--- src/rtl/fp32_pair_packer.sv ---
// Packs a valid/ready stream of FP32 words into 64-bit pair beats, with optional
// denormal flush-to-zero and saturating NaN/Inf/denormal event counters.
module fp32_pair_packer #(
  parameter bit          FLUSH_DENORM = 1'b0,
  parameter int unsigned CNT_W        = 16
) (
  input  logic             clk,
  input  logic             rst,
  input  logic             in_valid,
  output logic             in_ready,
  input  logic [31:0]      in_data,
  input  logic             in_last,
  output logic             out_valid,
  input  logic             out_ready,
  output logic [63:0]      out_data,
  output logic [1:0]       out_keep,
  input  logic             cnt_clr,
  output logic [CNT_W-1:0] nan_cnt,
  output logic [CNT_W-1:0] inf_cnt,
  output logic [CNT_W-1:0] denorm_cnt
);

  localparam int unsigned WORD_W = 32;
  localparam int unsigned EXP_W  = 8;
  localparam int unsigned MANT_W = 23;

  typedef enum logic {
    S_IDLE = 1'b0,
    S_HALF = 1'b1
  } state_t;

  state_t              r_state;
  logic [WORD_W-1:0]   r_low;
  logic                r_out_valid;
  logic [2*WORD_W-1:0] r_out_data;
  logic [1:0]          r_out_keep;
  logic [CNT_W-1:0]    r_nan_cnt;
  logic [CNT_W-1:0]    r_inf_cnt;
  logic [CNT_W-1:0]    r_denorm_cnt;

  logic [EXP_W-1:0]    w_exp;
  logic [MANT_W-1:0]   w_mant;
  logic                w_exp_ones;
  logic                w_exp_zero;
  logic                w_mant_nz;
  logic                w_is_nan;
  logic                w_is_inf;
  logic                w_is_denorm;
  logic [WORD_W-1:0]   w_lane;
  logic                w_accept;
  logic                w_beat_taken;
  logic [CNT_W-1:0]    w_cnt_max;

  // Classification always uses the raw input word, never the flushed lane.
  assign w_exp       = in_data[30:23];
  assign w_mant      = in_data[22:0];
  assign w_exp_ones  = (w_exp == {EXP_W{1'b1}});
  assign w_exp_zero  = (w_exp == {EXP_W{1'b0}});
  assign w_mant_nz   = (w_mant != {MANT_W{1'b0}});
  assign w_is_nan    = w_exp_ones && w_mant_nz;
  assign w_is_inf    = w_exp_ones && !w_mant_nz;
  assign w_is_denorm = w_exp_zero && w_mant_nz;

  assign w_lane = (FLUSH_DENORM && w_is_denorm) ? {in_data[31], {(WORD_W-1){1'b0}}} : in_data;

  assign in_ready     = !r_out_valid || out_ready;
  assign w_accept     = in_valid && in_ready;
  assign w_beat_taken = r_out_valid && out_ready;
  assign w_cnt_max    = {CNT_W{1'b1}};

  // Pairing FSM and output beat register; a fresh beat may load as the old one drains.
  always_ff @(posedge clk) begin
    if (rst) begin
      r_state     <= S_IDLE;
      r_low       <= '0;
      r_out_valid <= 1'b0;
      r_out_data  <= '0;
      r_out_keep  <= '0;
    end else begin
      if (w_beat_taken) begin
        r_out_valid <= 1'b0;
      end
      if (w_accept) begin
        case (r_state)
          S_IDLE: begin
            if (in_last) begin
              r_out_data  <= {{WORD_W{1'b0}}, w_lane};
              r_out_keep  <= 2'b01;
              r_out_valid <= 1'b1;
            end else begin
              r_low   <= w_lane;
              r_state <= S_HALF;
            end
          end
          S_HALF: begin
            r_out_data  <= {w_lane, r_low};
            r_out_keep  <= 2'b11;
            r_out_valid <= 1'b1;
            r_state     <= S_IDLE;
          end
          default: r_state <= S_IDLE;
        endcase
      end
    end
  end

  // Saturating event counters; clear beats any same-cycle increment.
  always_ff @(posedge clk) begin
    if (rst || cnt_clr) begin
      r_nan_cnt    <= '0;
      r_inf_cnt    <= '0;
      r_denorm_cnt <= '0;
    end else if (w_accept) begin
      if (w_is_nan && (r_nan_cnt != w_cnt_max)) begin
        r_nan_cnt <= r_nan_cnt + CNT_W'(1);
      end
      if (w_is_inf && (r_inf_cnt != w_cnt_max)) begin
        r_inf_cnt <= r_inf_cnt + CNT_W'(1);
      end
      if (w_is_denorm && (r_denorm_cnt != w_cnt_max)) begin
        r_denorm_cnt <= r_denorm_cnt + CNT_W'(1);
      end
    end
  end

  assign out_valid  = r_out_valid;
  assign out_data   = r_out_data;
  assign out_keep   = r_out_keep;
  assign nan_cnt    = r_nan_cnt;
  assign inf_cnt    = r_inf_cnt;
  assign denorm_cnt = r_denorm_cnt;

endmodule

--- config.mk ---
export PLATFORM = sky130hd
export DESIGN_NAME = fp32_pair_packer
export DESIGN_NICKNAME = d
export VERILOG_FILES = /design/src/rtl/fp32_pair_packer.sv
export SDC_FILE = /design/constraint.sdc
export NUM_CORES = 1
export LEC_CHECK = 0
export BUFFER_PORTS_ARGS = -buffer_cell sky130_fd_sc_hd__buf_2
export CAP_MARGIN = 25
export CELL_PAD_IN_SITES_DETAIL_PLACEMENT = 1
export CELL_PAD_IN_SITES_GLOBAL_PLACEMENT = 2
export CORE_AREA = 2 2 139 141
export DETAILED_ROUTE_END_ITERATION = 10
export DIE_AREA = 0 0 141 143
export PLACE_DENSITY = 0.89
export SYNTH_ARGS = -nofsm -noshare
export SYNTH_HDL_FRONTEND = slang
export SYNTH_SLANG_ARGS = --single-unit
export TNS_END_PERCENT = 10
--- constraint.sdc ---
create_clock -name clk -period 6.35 [get_ports clk]
set_input_delay 1.27 -clock clk [delete_from_list [all_inputs] [get_ports clk]]
set_output_delay 1.27 -clock clk [all_outputs]
set_load 0.01 [all_outputs]
======== After elaboration in Yosys (flattened, before gate mapping) ========
Index checks and enable logic that the tools add are counted.
word-level totals
  bits in latches ......................... 0
  output and inout bits ................... 116
  input port bits ......................... 38
  RAM bits ................................ 0
  memories kept ........................... 0
  memory bits (read-only) ................. 0
  flip-flop bits (word level) ............. 148
cells by class
  shifts and indexed selects .............. 0
  muxes and demuxes ....................... 10
  add/subtract/negate cells ............... 3
  divide/modulo/power cells ............... 0
  order comparisons ....................... 0
  equality and inequality tests ........... 5
  multipliers ............................. 0
  reduce and logical (&&, ||, !) cells .... 19
  bitwise logic cells ..................... 2
operator list
  cell                     count
  $pmux W64 S2             1
  $mux W64                 1
  $add A16 B1 Y16 const B  3
  $ne A16 B16 Y1 const B   3
  $reduce_bool A23 Y1      1
  $eq A8 B8 Y1 const B     1
  $logic_and A1 B1 Y1      8
  $logic_not A8 Y1         1
  $reduce_and A2 Y1        4
  $mux W1                  4
  $pmux W1 S2              2
  $pmux W2 S2              1
  $reduce_and A3 Y1        1
  $logic_not A1 Y1         2
  $logic_or A1 B1 Y1       2
  $mux W2                  1
  $ne A2 B2 Y1 const B     1
  $not A1 Y1               2

======== Logic depth before layout (Yosys ltp) ========
Gate-level depths: netlist (run 1).
  depth after elaboration ................. 5
  gate-level depth with buffers ........... 8

======== Worst setup path before layout (run 1) ========
No wires, ideal clock.
  path type ............................... in2reg
  start point ............................. in out_ready
  end point ............................... reg r_inf_cnt[10], in the netlist inf_cnt[10]
  path buffers ............................ 1
  arrival ................................. 3.002 ns
  path slack .............................. 3.278 ns
  cell stages on the path ................. 6
  required time ........................... 6.280 ns
  cell sequence ........................... and2b_4 -> or4_4 -> or4_1 -> buf_2 -> or3_1 -> a21oi_1
between the ends
  cells in the longest elaborated chain, start to end .. 3
ends and longest elaborated chain
  what                                RTL line  RTL
  start: declaration                  14        input logic out_ready,
  $logic_or A1 B1 Y1                  66        assign in_ready = !r_out_valid || out_ready;
  $logic_and A1 B1 Y1                 67        assign w_accept = in_valid && in_ready;
  $reduce_and A2 Y1 (no source line)  --
  end signal: assignment              118       r_inf_cnt <= r_inf_cnt + CNT_W'(1);
  end: declaration                    38        logic [CNT_W-1:0] r_inf_cnt;
Every way passes these cells.
A chain may end at the register's enable or synchronous reset.

======== Final worst setup path (run 1) ========
  start point ............................. in out_ready
  end point ............................... reg r_out_data[59], in the netlist out_data[59]
between the ends
  cells in the longest elaborated chain, start to end .. 3
ends and longest elaborated chain
  what                                RTL line  RTL
  $logic_or A1 B1 Y1                  66
  $logic_and A1 B1 Y1                 67
  $reduce_and A2 Y1 (no source line)  --
  end signal: assignment              87        r_out_data <= {{WORD_W{1'b0}}, w_lane};
  end signal: assignment              96        r_out_data <= {w_lane, r_low};
  end: declaration                    35        logic [2*WORD_W-1:0] r_out_data;
Every way passes these cells.

==> results of run 1 <==
-- through the flow --
step	hold WS, ns	worst slack, ns	power (mW)
floorplan	0.436	3.28	1.11
global placement	0.434	2.72	1.19
detailed placement	0.441	2.68	1.19
CTS	0.457	3.14	2.27
global route	0.475	2.94	2.33
finish	0.453	3.18	2.25
-- synth_stat cells, drive strengths merged, types with 7 or more instances --
cell    instances  area [µm²]
or3            19         119
nor2           55         206
nand3          23         115
dfxtp         148        2960
nand2          87         327
nor4           14        87.6
o31ai          13        97.6
a22o           32         282
buf             9        45.0
inv             7        26.3
nand4          21         138
mux2i          34         340
or4            19         146
a211oi         35         263
and3            8        50.1
clkbuf         35         131
a21oi          71         355
o21ai          21         105
-- worst max-delay path by stage --
stage | from | endpoint | slack, ns | depth (start not counted)
floorplan | out_ready | inf_cnt[10]$_SDFFE_PP0P_ | 3.28 | 6
global placement | out_ready | out_data[61]$_SDFFE_PP0P_ | 2.72 | 8
detailed placement | out_ready | out_data[56]$_SDFFE_PP0P_ | 2.68 | 8
CTS | out_ready | out_data[53]$_SDFFE_PP0P_ | 3.14 | 8
global route | out_ready | out_data[25]$_SDFFE_PP0P_ | 2.94 | 8
finish | out_ready | out_data[59]$_SDFFE_PP0P_ | 3.18 | 8
-- logic make-up after synthesis --
logic type | count (synthesis) | synth area share
AND/OR/NAND/NOR | 271 | 0.220
AO/OA/AOI/OAI | 194 | 0.208
flip-flops | 148 | 0.475
buffers and inverters | 52 | 0.0339
multiplexers | 34 | 0.0545
adder cells (fa/ha/maj) | 3 | 0.00601
XOR/XNOR | 2 | 0.00281
-- cell usage in the layout (no fill, tap or decap), types with 3 or more instances in the layout --
cell type,n
buf_2,153
dfxtp_1,147
nand2_1,87
a21oi_1,71
nor2_1,53
a211oi_1,35
mux2i_1,34
a22o_1,31
nand3_1,23
nand4_1,20
o21ai_0,20
or3_1,19
or4_1,18
clkbuf_16,17
nor4_1,14
o31ai_1,13
and3_1,8
inv_1,7
buf_4,7
nor3_1,5
and4_1,5
inv_6,5
nand4b_1,4
o41ai_1,4
o21a_1,3
ha_1,3
bufinv_16,3
-- power breakdown --
part	internal [mW]	switching, mW
Sequential	0.964	0.0205
Clock	0.646	0.429
Combinational	0.0686	0.119
Total	1.68	0.568
-- layout make-up --
type,instances,area (µm²),area share
antenna,1,2.50,0.000320
clock buffer,19,453,0.0579
clock inverter,13,171,0.0219
inverter,7,26.3,0.00336
multi-input combinational,504,3090,0.395
sequential,148,2960,0.379
tap,234,293,0.0374
timing repair buffer,161,830,0.106
-- state kept, by name, summed over array words and instances, names as in the netlist --
register and count:
r_state 1, denorm_cnt 16, r_low 32, out_data 64
inf_cnt 16, out_valid 1, nan_cnt 16, out_keep 2
-- worst reg2reg max path, stage by stage, from the launching register on --
cell,delay [ns]
dfxtp_1,0.31
and2b_4,0.19
inv_1,0.10
nand2_1,0.33
nor2_4,0.64
nor2_2,0.29
buf_4,0.31
a22o_2,0.23
-- routing by layer --
layer,up-vias,wire length (µm),GRT usage
li1,2903,-,-
met1,2924,9150,0.259
met2,127,9400,0.330
met3,24,866,0.0496
met4,0,276,0.0605
met5,-,0,0
==> run summary, run 1 <==
WP data required: 6.72 ns
Post-DP HPWL: 13600 µm
Peak supply drop: 0.204 mV
Worst flop-to-flop path endpoint: out_data[61]$_SDFFE_PP0P_
Number of synthesized flops with an enable pin: 0
# DRC: 0
Final Cycle Share: 0.500
P&R area growth vs syn: 25.4%
Clock transition at path regs: 0.06 ns
Core Util, Final: 0.421
Critical path arrival: 3.54 ns
RSZ-0062 raised after global routing: no
Input/output buffers: 153
Worst slew pin tran: 0.979 ns
Total vias in the final route: 5978
Placed insts: 1053
Post-synthesis sequential area ratio: 0.475
Post-Syn Area: 6240 µm²
Final antenna-violating net count: 0
Clock buffer depth: 2
DR vias/cell: 5.50
# nets final: 880
Async set or reset register ratio after synthesis: 0
Path depth of the worst reg2reg path: 7
Worst min path class: flop to flop
Non-Filler Instances: 1087
Max incr delay on CP: 0.55 ns
Dominant synthesized flop cell: dfxtp_1
Reg-to-reg setup timing slack: 3.84 ns
Layout cells sized above 1: 0.245
Status: finished, final reports clean
GRT Total Usage: 0.200
Synthesized area per cell: 8.87 µm²
Crit path launch type: input pin
Crit path max-delay cell type: nor2_2
Via count of the first global-routing pass: 5988
Initial antenna violation count: 1
Crit-path leading delay family: simple AND/OR/NAND/NOR gates
Synth Register Bits: 148
Skew final: 0.00644 ns
Post-route cell area: 7830 µm²
Worst-skew pair later-pin latency: 0.43 ns
WS Path Type: input pin to flop
Die span in x: 141 µm
Pin count of the biggest net entering global routing: 73
CP max FO: 25
Final Max Slew Viols: 0
Initial Utilization: 0.336
Die Height: 143 µm
Core Area: 18600 µm²
Post-CTS sizing: 0
Crit path cell chain: buf_2 > and2b_4 > inv_1 > nand2_1 > nor2_4 > nor2_2 > buf_4 > a22o_1
Num rows: 50
Htree depth: 4
Die ar.: 20200 µm²
Cell variety after synth: 52
Count of final hold-check violations: 0
Power density over the cells: 287 nW/µm²
Setup TNS: 0 ns
Root Buffer: clkbuf_16
Min Tclk post-route: 3.17 ns
1st-pass router iterations: 4
IO Pins: 154
Setup violators final: 0
Routed WL: 19700 µm
Hold buffers post-CTS: 0
Relative slew slack: 0.341
Max-cap violations: 0
Hold Crit Depth: 1
Ys Warns: 0
R2r startpoint: out_valid$_SDFF_PP0_
DP Area: 7190 µm²
Max Fclk: 315 MHz
Crit path buf inv count: 3
Leak: 3.05 nW
Cells after synthesis: 704
Hold EP: out_keep[1]$_SDFFE_PP0P_
DR WL/cell: 18.1 µm
CTS tree: done
Clock sink count: 148
Fillers: 2210
GRT overflow: 0
Hold wc startpoint: out_keep[1]$_SDFFE_PP0P_
First-pass GRT wire length: 32000 µm
Final Wtd Congestion: 0.779
Syn nets: 745
CTS Buf Count: 17
Detailed Route Iter0 Violations: 253
Setup bufs post-CTS: 0
Worst setup EP type: flop
No activity file was read; power rests on OpenSTA's default activity.
==> run 2, diff against run 1 <==
- CORE_AREA: 2 2 139 141 -> 2 2 153 155
- DIE_AREA: 0 0 141 143 -> 0 0 155 157
- PLACE_DENSITY: 0.89 -> 0.79
- clock period: 6.35 -> 2.7 ns (I/O delays scaled with it)
==> run 2 against run 1 <==
Via count increased by 0.40%. Flip-flop and latch count stayed put. Final area grew 2.9%. Power rose by 130%. Clock-buffer cell count grew 1. Sequential power is 130% higher. Non-clock buffer count up 17. Global-route usage is 2.8 points lower. Clock power is 130% higher. Die area grew 21%. First-iteration DRC count rose by 34%. Combinational power rose by 140%. Largest cell class unchanged. Highest routed layer is now met5.
==> run summary, run 2 (same netlist as run 1, synthesis figures left out) <==
Status: finished, final reports clean
Routed WL: 20600 µm
Clock sink count: 148
Relative slew slack: 0.503
Min Tclk post-route: 2.30 ns
Pin count of the biggest net entering global routing: 53
Setup bufs post-CTS: 0
Crit path buf inv count: 0
Worst setup EP type: flop
DR WL/cell: 17.9 µm
Die Height: 157 µm
Worst min path class: input pin to flop
Non-Filler Instances: 1154
Worst-skew pair later-pin latency: 0.43 ns
IO Pins: 154
CTS Buf Count: 17
Post-route cell area: 8050 µm²
Overall power: 5.25 mW
Final antenna-violating net count: 0
Post-DP HPWL: 14700 µm
Setup violators final: 0
First-pass GRT wire length: 33100 µm
Htree depth: 4
Critical path arrival: 2.65 ns
Crit-path leading delay family: simple AND/OR/NAND/NOR gates
Max Fclk: 434 MHz
CP max FO: 7
Clock transition at path regs: 0.07 ns
Final Cycle Share: 0.853
Crit path max-delay cell type: or4_1
Num rows: 55
Core Area: 22500 µm²
WS Path Type: flop to flop
Final Max Slew Viols: 0
1st-pass router iterations: 4
Die span in x: 155 µm
Total vias in the final route: 6002
Final Worst Setup Slack: 0.398 ns
Root Buffer: clkbuf_16
GRT overflow: 0
Largest register FFs: 64
Pre-CTS worst setup slack: 0.0461 ns
Max incr delay on CP: 0.63 ns
GRT Total Usage: 0.172
Die ar.: 24300 µm²
Layout cells sized above 1: 0.260
Hold buffers post-CTS: 0
Setup TNS: 0 ns
# nets final: 897
Initial Utilization: 0.277
Most frequent cells in the layout: 153 x buf_2, 147 x dfxtp_1, 87 x nand2_1
Input/output buffers: 153
Final Wtd Congestion: 0.760
Skew final: 0.0143 ns
DR vias/cell: 5.20
Leak: 3.14 nW
Clock buffer depth: 2
Peak supply drop: 0.383 mV
CTS tree: done
Post-CTS sizing: 0
Placed insts: 1122
Worst slew pin tran: 0.743 ns
Power density over the cells: 651 nW/µm²
Ant diodes: 0
Initial antenna violation count: 1
# DRC: 0
RSZ-0062 raised after global routing: no
Via count of the first global-routing pass: 5953
Most common cell after layout, fill and taps aside: buf_2
P&R area growth vs syn: 29.0%
Top cell by count, worst path: or4_1
WP data required: 3.05 ns
Crit path launch type: flop
Max-cap violations: 0
Count of final hold-check violations: 0
Crit path cell chain: and2b_4 > or4_1 > or3_1 > or4_1 > a21oi_1
DP Area: 7440 µm²
Detailed Route Iter0 Violations: 340
==> run 2: worst min-delay path, stage by stage <==
cell and delay [ns]:
buf_2 0.12, nand2_1 0.06, a21oi_1 0.05
==> run 2: metal layers <==
metal  GRT usage  up-vias  wire, µm
met3      0.0479       20      1130
met2       0.279      141      9510
li1            -     2940         -
met1       0.224     2899      9700
met4      0.0534        2       272
met5           0        -        13
==> run 2: where the power goes <==
part	total, mW	switching, mW	internal (mW)
combinational	0.460	0.283	0.176
clock	2.47	1.02	1.45
sequential	2.31	0.0479	2.27
==> run 2: per-stage QoR <==
step                      utilization  hold WS [ns]
after CTS                       0.358         0.366
after global routing            0.358         0.371
after global placement          0.331         0.441
after detailed placement        0.331         0.449
after floorplan                     -         0.436
final                           0.358         0.381
==> run 2: final cells by class <==
class,count,area [µm²]
Fill cell,2665,14400
Multi-Input combinational cell,504,3090
Sequential cell,148,2960
Timing Repair Buffer,178,1000
Clock buffer,20,467
Tap cell,285,357
Clock inverter,12,144
Inverter,7,26.3
==> run 2: path summary, 6_finish.rpt <==
path,startpoint,endpoint,slack [ns],cells past startpoint
min,in_data[17],r_low[17]$_SDFFE_PP0P_,0.38,3
min reg2reg,r_low[18]$_SDFFE_PP0P_,r_low[18]$_SDFFE_PP0P_,0.46,2
max,out_valid$_SDFF_PP0_,inf_cnt[6]$_SDFFE_PP0P_,0.40,5
max reg2reg,out_valid$_SDFF_PP0_,inf_cnt[6]$_SDFFE_PP0P_,0.40,5
